<file path="src/rtl/pci_arbiter_rr_if.sv">
// rtl/pci_arbiter_rr_if.sv - request/grant and shared FRAME/IRDY lines of the PCI arbiter
// All signals are active low; master is the arbiter side, slave is the device side.
interface pci_arbiter_rr_if #(
  parameter int NUM_MASTERS = 5
);
  logic [NUM_MASTERS-1:0] requests;
  logic [NUM_MASTERS-1:0] grants;
  logic                   iframe;
  logic                   iready;

  modport master (
    input  requests,
    input  iframe,
    input  iready,
    output grants
  );

  modport slave (
    output requests,
    output iframe,
    output iready,
    input  grants
  );
endinterface

</file>
<file path="src/rtl/pci_arbiter_rr.sv">
// rtl/pci_arbiter_rr.sv - round-robin PCI bus arbiter with a dead cycle between owners
// Optional grant-abandon timer is compiled in when PCI_ARB_TIMEOUT_EN is defined.
module pci_arbiter_rr #(
  parameter int NUM_MASTERS = 5,
  parameter int TIMEOUT     = 16,
  localparam int OW         = (NUM_MASTERS > 2) ? $clog2(NUM_MASTERS) : 1
) (
  input  logic            clk,
  input  logic            rst,
  pci_arbiter_rr_if.master bus,
  output logic [OW-1:0]   owner,
  output logic            bus_busy,
  output logic            timeout
);

  if (NUM_MASTERS < 2 || NUM_MASTERS > 16 || TIMEOUT < 2 || TIMEOUT > 255) begin : g_bad_params
    $error("pci_arbiter_rr: parameter out of range");
  end

  typedef enum logic [1:0] {
    IDLE  = 2'd0,
    GRANT = 2'd1,
    BUSY  = 2'd2,
    DEAD  = 2'd3
  } state_t;

  localparam logic [NUM_MASTERS-1:0] ALL_HIGH = '1;
  localparam logic [NUM_MASTERS-1:0] ONE      = NUM_MASTERS'(1);

  state_t                 state_q, state_d;
  logic [NUM_MASTERS-1:0] grants_q, grants_d;
  logic [OW-1:0]          owner_q, owner_d;
  logic [OW-1:0]          last_q, last_d;
`ifdef PCI_ARB_TIMEOUT_EN
  logic [7:0]             timer_q, timer_d;
  logic                   timeout_q, timeout_d;
`endif

  logic                   any_req;
  logic                   other_req;
  logic                   found;
  logic [OW-1:0]          win;
  logic [NUM_MASTERS-1:0] win_grants;
  logic [NUM_MASTERS-1:0] own_mask;
  logic                   bus_idle;
  logic                   frame_low;
  int                     j;

  // X/Z on the shared lines must never look like an idle bus.
  assign bus_idle  = (bus.iframe === 1'b1) && (bus.iready === 1'b1);
  assign frame_low = (bus.iframe === 1'b0);

  // Rotating search: first low request strictly after last, wrapping.
  always_comb begin
    any_req = ~&bus.requests;
    found   = 1'b0;
    win     = '0;
    j       = 0;
    for (int i = 1; i <= NUM_MASTERS; i++) begin
      j = int'(last_q) + i;
      if (j >= NUM_MASTERS) j = j - NUM_MASTERS;
      if (!found && !bus.requests[OW'(j)]) begin
        win   = OW'(j);
        found = 1'b1;
      end
    end
    win_grants = ~(ONE << win);
    own_mask   = ONE << owner_q;
    other_req  = |(~bus.requests & ~own_mask);
  end

  always_comb begin
    state_d  = state_q;
    grants_d = grants_q;
    owner_d  = owner_q;
    last_d   = last_q;
`ifdef PCI_ARB_TIMEOUT_EN
    timer_d   = timer_q;
    timeout_d = 1'b0;
`endif
    unique case (state_q)
      IDLE, DEAD: begin
        grants_d = ALL_HIGH;
        if (any_req) begin
          grants_d = win_grants;
          owner_d  = win;
          last_d   = win;
          state_d  = GRANT;
`ifdef PCI_ARB_TIMEOUT_EN
          timer_d  = 8'd0;
`endif
        end else begin
          state_d = IDLE;
        end
      end
      GRANT: begin
        if (frame_low) begin
          state_d = BUSY;
        end else if (bus.requests[owner_q]) begin
          grants_d = ALL_HIGH;
          state_d  = DEAD;
`ifdef PCI_ARB_TIMEOUT_EN
        end else if (timer_q == 8'(TIMEOUT - 1)) begin
          grants_d  = ALL_HIGH;
          timeout_d = 1'b1;
          state_d   = DEAD;
        end else begin
          timer_d = timer_q + 8'd1;
`endif
        end
      end
      BUSY: begin
        if (bus_idle) begin
          // A sole requester keeps the bus without a dead cycle.
          if (!bus.requests[owner_q] && !other_req) begin
            state_d = GRANT;
`ifdef PCI_ARB_TIMEOUT_EN
            timer_d = 8'd0;
`endif
          end else begin
            grants_d = ALL_HIGH;
            state_d  = DEAD;
          end
        end
      end
      default: state_d = IDLE;
    endcase
  end

  always_ff @(posedge clk or posedge rst) begin
    if (rst) begin
      state_q  <= IDLE;
      grants_q <= ALL_HIGH;
      owner_q  <= '0;
      last_q   <= OW'(NUM_MASTERS - 1);
`ifdef PCI_ARB_TIMEOUT_EN
      timer_q   <= 8'd0;
      timeout_q <= 1'b0;
`endif
    end else begin
      state_q  <= state_d;
      grants_q <= grants_d;
      owner_q  <= owner_d;
      last_q   <= last_d;
`ifdef PCI_ARB_TIMEOUT_EN
      timer_q   <= timer_d;
      timeout_q <= timeout_d;
`endif
    end
  end

  assign bus.grants = grants_q;
  assign owner      = owner_q;
  assign bus_busy   = (state_q == BUSY);
`ifdef PCI_ARB_TIMEOUT_EN
  assign timeout    = timeout_q;
`else
  assign timeout    = 1'b0;
`endif

endmodule
</file>
<file path="src/flat_wrapper.sv">
// flat-port wrapper written by rule: the top's interface ports become plain ports
module pci_arbiter_rr_flat 
#(
  parameter int NUM_MASTERS = 5,
  parameter int TIMEOUT     = 16,
  localparam int OW         = (NUM_MASTERS > 2) ? $clog2(NUM_MASTERS) : 1
)
  (clk, rst, owner, bus_busy, timeout, bus_requests, bus_iframe, bus_iready, bus_grants);
  pci_arbiter_rr_if #(.NUM_MASTERS(NUM_MASTERS)) bus_i ();
  input  logic clk;
  input  logic rst;
  output logic [OW-1:0] owner;
  output logic bus_busy;
  output logic timeout;
  input wire logic [$bits(bus_i.requests)-1:0] bus_requests;
  input wire logic [$bits(bus_i.iframe)-1:0] bus_iframe;
  input wire logic [$bits(bus_i.iready)-1:0] bus_iready;
  output wire logic [$bits(bus_i.grants)-1:0] bus_grants;
  assign bus_i.requests = bus_requests;
  assign bus_i.iframe = bus_iframe;
  assign bus_i.iready = bus_iready;
  assign bus_grants = bus_i.grants;
  pci_arbiter_rr #(.NUM_MASTERS(NUM_MASTERS), .TIMEOUT(TIMEOUT)) u_core (.clk(clk), .rst(rst), .bus(bus_i), .owner(owner), .bus_busy(bus_busy), .timeout(timeout));
endmodule
</file>
<file path="config.mk">
export PLATFORM = sky130hd
export DESIGN_NAME = pci_arbiter_rr_flat
export DESIGN_NICKNAME = d
export VERILOG_FILES = /design/src/rtl/pci_arbiter_rr_if.sv /design/src/rtl/pci_arbiter_rr.sv /design/src/flat_wrapper.sv
export SDC_FILE = /design/constraint.sdc
export NUM_CORES = 1
export LEC_CHECK = 0
export BUFFER_PORTS_ARGS = -buffer_cell sky130_fd_sc_hd__buf_2
export CORE_ASPECT_RATIO = 0.75
export CORE_UTILIZATION = 54
export DETAILED_ROUTE_END_ITERATION = 8
export GPL_ROUTABILITY_DRIVEN = 0
export HOLD_SLACK_MARGIN = 0.12
export PLACE_DENSITY = 0.77
export SETUP_SLACK_MARGIN = 0.02
export SYNTH_ARGS = -nofsm -noshare
export SYNTH_HDL_FRONTEND = slang
export SYNTH_SLANG_ARGS = --single-unit
</file>
<file path="constraint.sdc">
create_clock -name clk -period 3.7 [get_ports clk]
set_input_delay 0.555 -clock clk [delete_from_list [all_inputs] [get_ports clk]]
set_output_delay 0.555 -clock clk [all_outputs]
set_load 0.02 [all_outputs]
</file>
==> impl_metrics.env <==
export IMPL_synth_edff_count=0
export IMPL_slowest_delay_ps=540
export IMPL_syn_to_final_growth_pct=8.98
export IMPL_synth_cells=236
export IMPL_drive_gt1_frac=0.199
export IMPL_finalNetCount=275
export IMPL_port_buffers=17
export IMPL_die_x_um=69.9
export IMPL_antenna_found_initial=0
export IMPL_grt_first_pass_wirelength_um=7740
export IMPL_path_delay_family="simple AND/OR/NAND/NOR gates"
export IMPL_syn_num_nets=259
export IMPL_path_cells="buf_4, ha_1, inv_1, fa_1, or4_4, a21oi_2, o221ai_2, or2_1, or3_4, a21o_1, o32a_1"
export IMPL_final_hold_viol_count=0
export IMPL_cts_tree="done"
export IMPL_rsz0062_at_grt="false"
export IMPL_start_kind="flip-flop"
export IMPL_num_rows=18
export IMPL_synth_ff_latch_count=11
export IMPL_via_per_inst=6.46
export IMPL_antennaDiodeCount=0
export IMPL_wl_per_cell_um=16.5
export IMPL_synth_seq_area_share=0.151
export IMPL_yosysMostFrequentCell="a21oi_1"
export IMPL_synth_flop_cell="dfstp_2"
export IMPL_die_h_um=52.9
export IMPL_drv_cap=0
export IMPL_fillers=281
export IMPL_avgSynthCellArea_sq_um=7.92
export IMPL_final_max_slew_viol_count=0
export IMPL_crit_fanout=9
export IMPL_synth_top_cell_area_share=0.0871
export IMPL_cts_root_buffer="clkbuf_8"
export IMPL_holdCritPathClass="input pin to async pin"
export IMPL_rr_worst_depth=11
export IMPL_dp_final_hpwl_um=3630
export IMPL_yosys_top_cells_area="ha_1 8.7%, dfstp_2 8.4%, dfrtp_1 6.7%, a21oi_1 5.1%, o21ai_0 4.8%"
export IMPL_synth_area_leader_cell="ha_1"
export IMPL_worstPathRequired_ps=3860
export IMPL_clock_sinks=11
export IMPL_postCtsSetupBuffers=0
export IMPL_postRouteAntennaNets=0
export IMPL_arrival_ps=3590
export IMPL_min_period_ps=3430
export IMPL_wirelength_um=4800
export IMPL_r2r_start="u_core.last_q[1]"
export IMPL_grt_max_degree=35
export IMPL_fin_crit_sh=0.927
export IMPL_slowest_stage="or4_4"
export IMPL_finalSetupTns_ps=0
export IMPL_cp_num_buf_inv=2
export IMPL_clk_path_buf_depth=2
export IMPL_critical_path_class="flip-flop to flip-flop"
export IMPL_use_met3=0.0457
export IMPL_grt_overflow=0
export IMPL_utilization=0.619
export IMPL_busiest_layer="met1"
export IMPL_worst_setup_path_end_kind="flip-flop"
export IMPL_coreArea_sq_mm=0.00329
export IMPL_drcViolationCount=0
export IMPL_grt_pass1_vias=1541
export IMPL_clock_latency_ps=230
export IMPL_drt_iter0_drc=171
export IMPL_worst_slew_pin_slew_ps=598
export IMPL_grt_use_met1=0.434
export IMPL_path_clk_slew_ps=50
export IMPL_vias=1880
export IMPL_synth_async_reset_ratio=1.00
export IMPL_fp_dieArea_sq_mm=0.00370
export IMPL_drt_first_pass_iters=4
export IMPL_slew_headroom=0.601
export IMPL_status="complete, no violations"
export IMPL_use_met2=0.369
export IMPL_finClkSkew_ps=4.24
export IMPL_synth_common_cells="19 x a21oi_1, 18 x o21ai_0, 17 x inv_1"
export IMPL_grt_total_usage=0.268
export IMPL_finalSetupViolCount=0
export IMPL_hold_ws_ps=293
export IMPL_reg2reg_to="u_core.bus.grants[4]"
export IMPL_yosysWarnings=0
export IMPL_synthesis_area_sq_mm=0.00187
export IMPL_synth_cell_types=68
export IMPL_h_tree_depth=1
export IMPL_rrSetupSlack_ps=270
export IMPL_cts_made_buffers=3
export IMPL_max_freq_mhz=291
export IMPL_initial_core_util=0.568
export IMPL_io_pins=19
==> metal layers <==
metal  routed length [um]  part of all wire
met5                    0                 0
met4                   42            0.0087
met3                  419             0.087
met2                 1910              0.40
met1                 2430              0.51
==> registers in the layout (all words and copies together), names as in the netlist <==
name	cells
u_core.last_q	3
u_core.state_q	2
u_core.bus.grants	5
u_core.owner	1
==> final cells by class <==
type,instances,area (sq um),area share
clock buffers,4,45.0,0.0221
repair buffers,28,168,0.0824
inverters,17,63.8,0.0313
flip-flops and latches,11,283,0.139
well taps,40,50.0,0.0246
multi-input cells,191,1430,0.701
==> kinds of logic (layout without fill, tap and decap cells) <==
family / count (synthesis) / after routing / synth area share
other: 1 / 1 / 0.00201
AO/OA/AOI/OAI: 91 / 91 / 0.340
XOR/XNOR: 3 / 3 / 0.0141
flip-flops: 11 / 11 / 0.151
AND/OR/NAND/NOR: 66 / 66 / 0.203
multiplexers: 16 / 16 / 0.107
adder cells (fa/ha/maj): 14 / 14 / 0.0978
buffers and inverters: 34 / 49 / 0.0851
==> stage by stage <==
stage / setup slack (ps) / instances / area, sq um
2_1_floorplan: 159 / 236 / 1870
3_3_place_gp: 294 / 287 / 1990
3_5_place_dp: 204 / 287 / 1990
4_1_cts: 196 / 291 / 2040
5_1_grt: 96.5 / 291 / 2040
6_report: 269 / 291 / 2040
==> worst reg2reg max path, cell delays in order (launching register included) <==
cell	delay, ps
dfrtp_1	390
buf_4	200
ha_1	180
inv_1	50
fa_1	450
or4_4	540
a21oi_2	190
o221ai_2	130
or2_1	260
or3_4	420
a21o_1	210
o32a_1	320
==> placed cells by master (no fill, tap or decap), drive strengths merged, types with 3 or more instances in the layout <==
cell type	netlist	layout
mux2i	8	8
clkbuf	4	4
nor3	3	3
nor2	9	9
dfrtp	5	5
inv	17	17
o211ai	8	8
buf	13	28
o22ai	3	3
o21ai	18	18
mux2	6	6
a21o	4	4
nand3	5	5
o21a	4	4
nand3b	3	3
nand2b	7	7
nand2	16	16
ha	13	13
a21oi	20	20
o31ai	3	3
dfstp	6	6
and2	3	3
xnor2	3	3
==> worst max-delay path by stage <==
| stage | from | to | slack, ps | cells after the start |
|---|---|---|---|---|
| floorplan | u_core.last_q[0] | u_core.bus.grants[4] | 160 | 13 |
| global placement | u_core.last_q[0] | u_core.bus.grants[0] | 290 | 11 |
| detailed placement | u_core.last_q[0] | u_core.bus.grants[4] | 200 | 11 |
| CTS | u_core.last_q[0] | u_core.bus.grants[4] | 200 | 11 |
| global route | u_core.last_q[1] | u_core.bus.grants[0] | 100 | 11 |
| finish | u_core.last_q[1] | u_core.bus.grants[4] | 270 | 11 |
==> timing repair <==
action	4_1_cts	5_1_grt
hold endpoints to repair	0	0
endpoints found under the setup margin	0	2
hold buffers	0	0
gates resized for setup	0	1
Power is left out: the tool's default activity adds up to more than one toggle a clock period on the data nets, which glitch-free logic cannot reach.
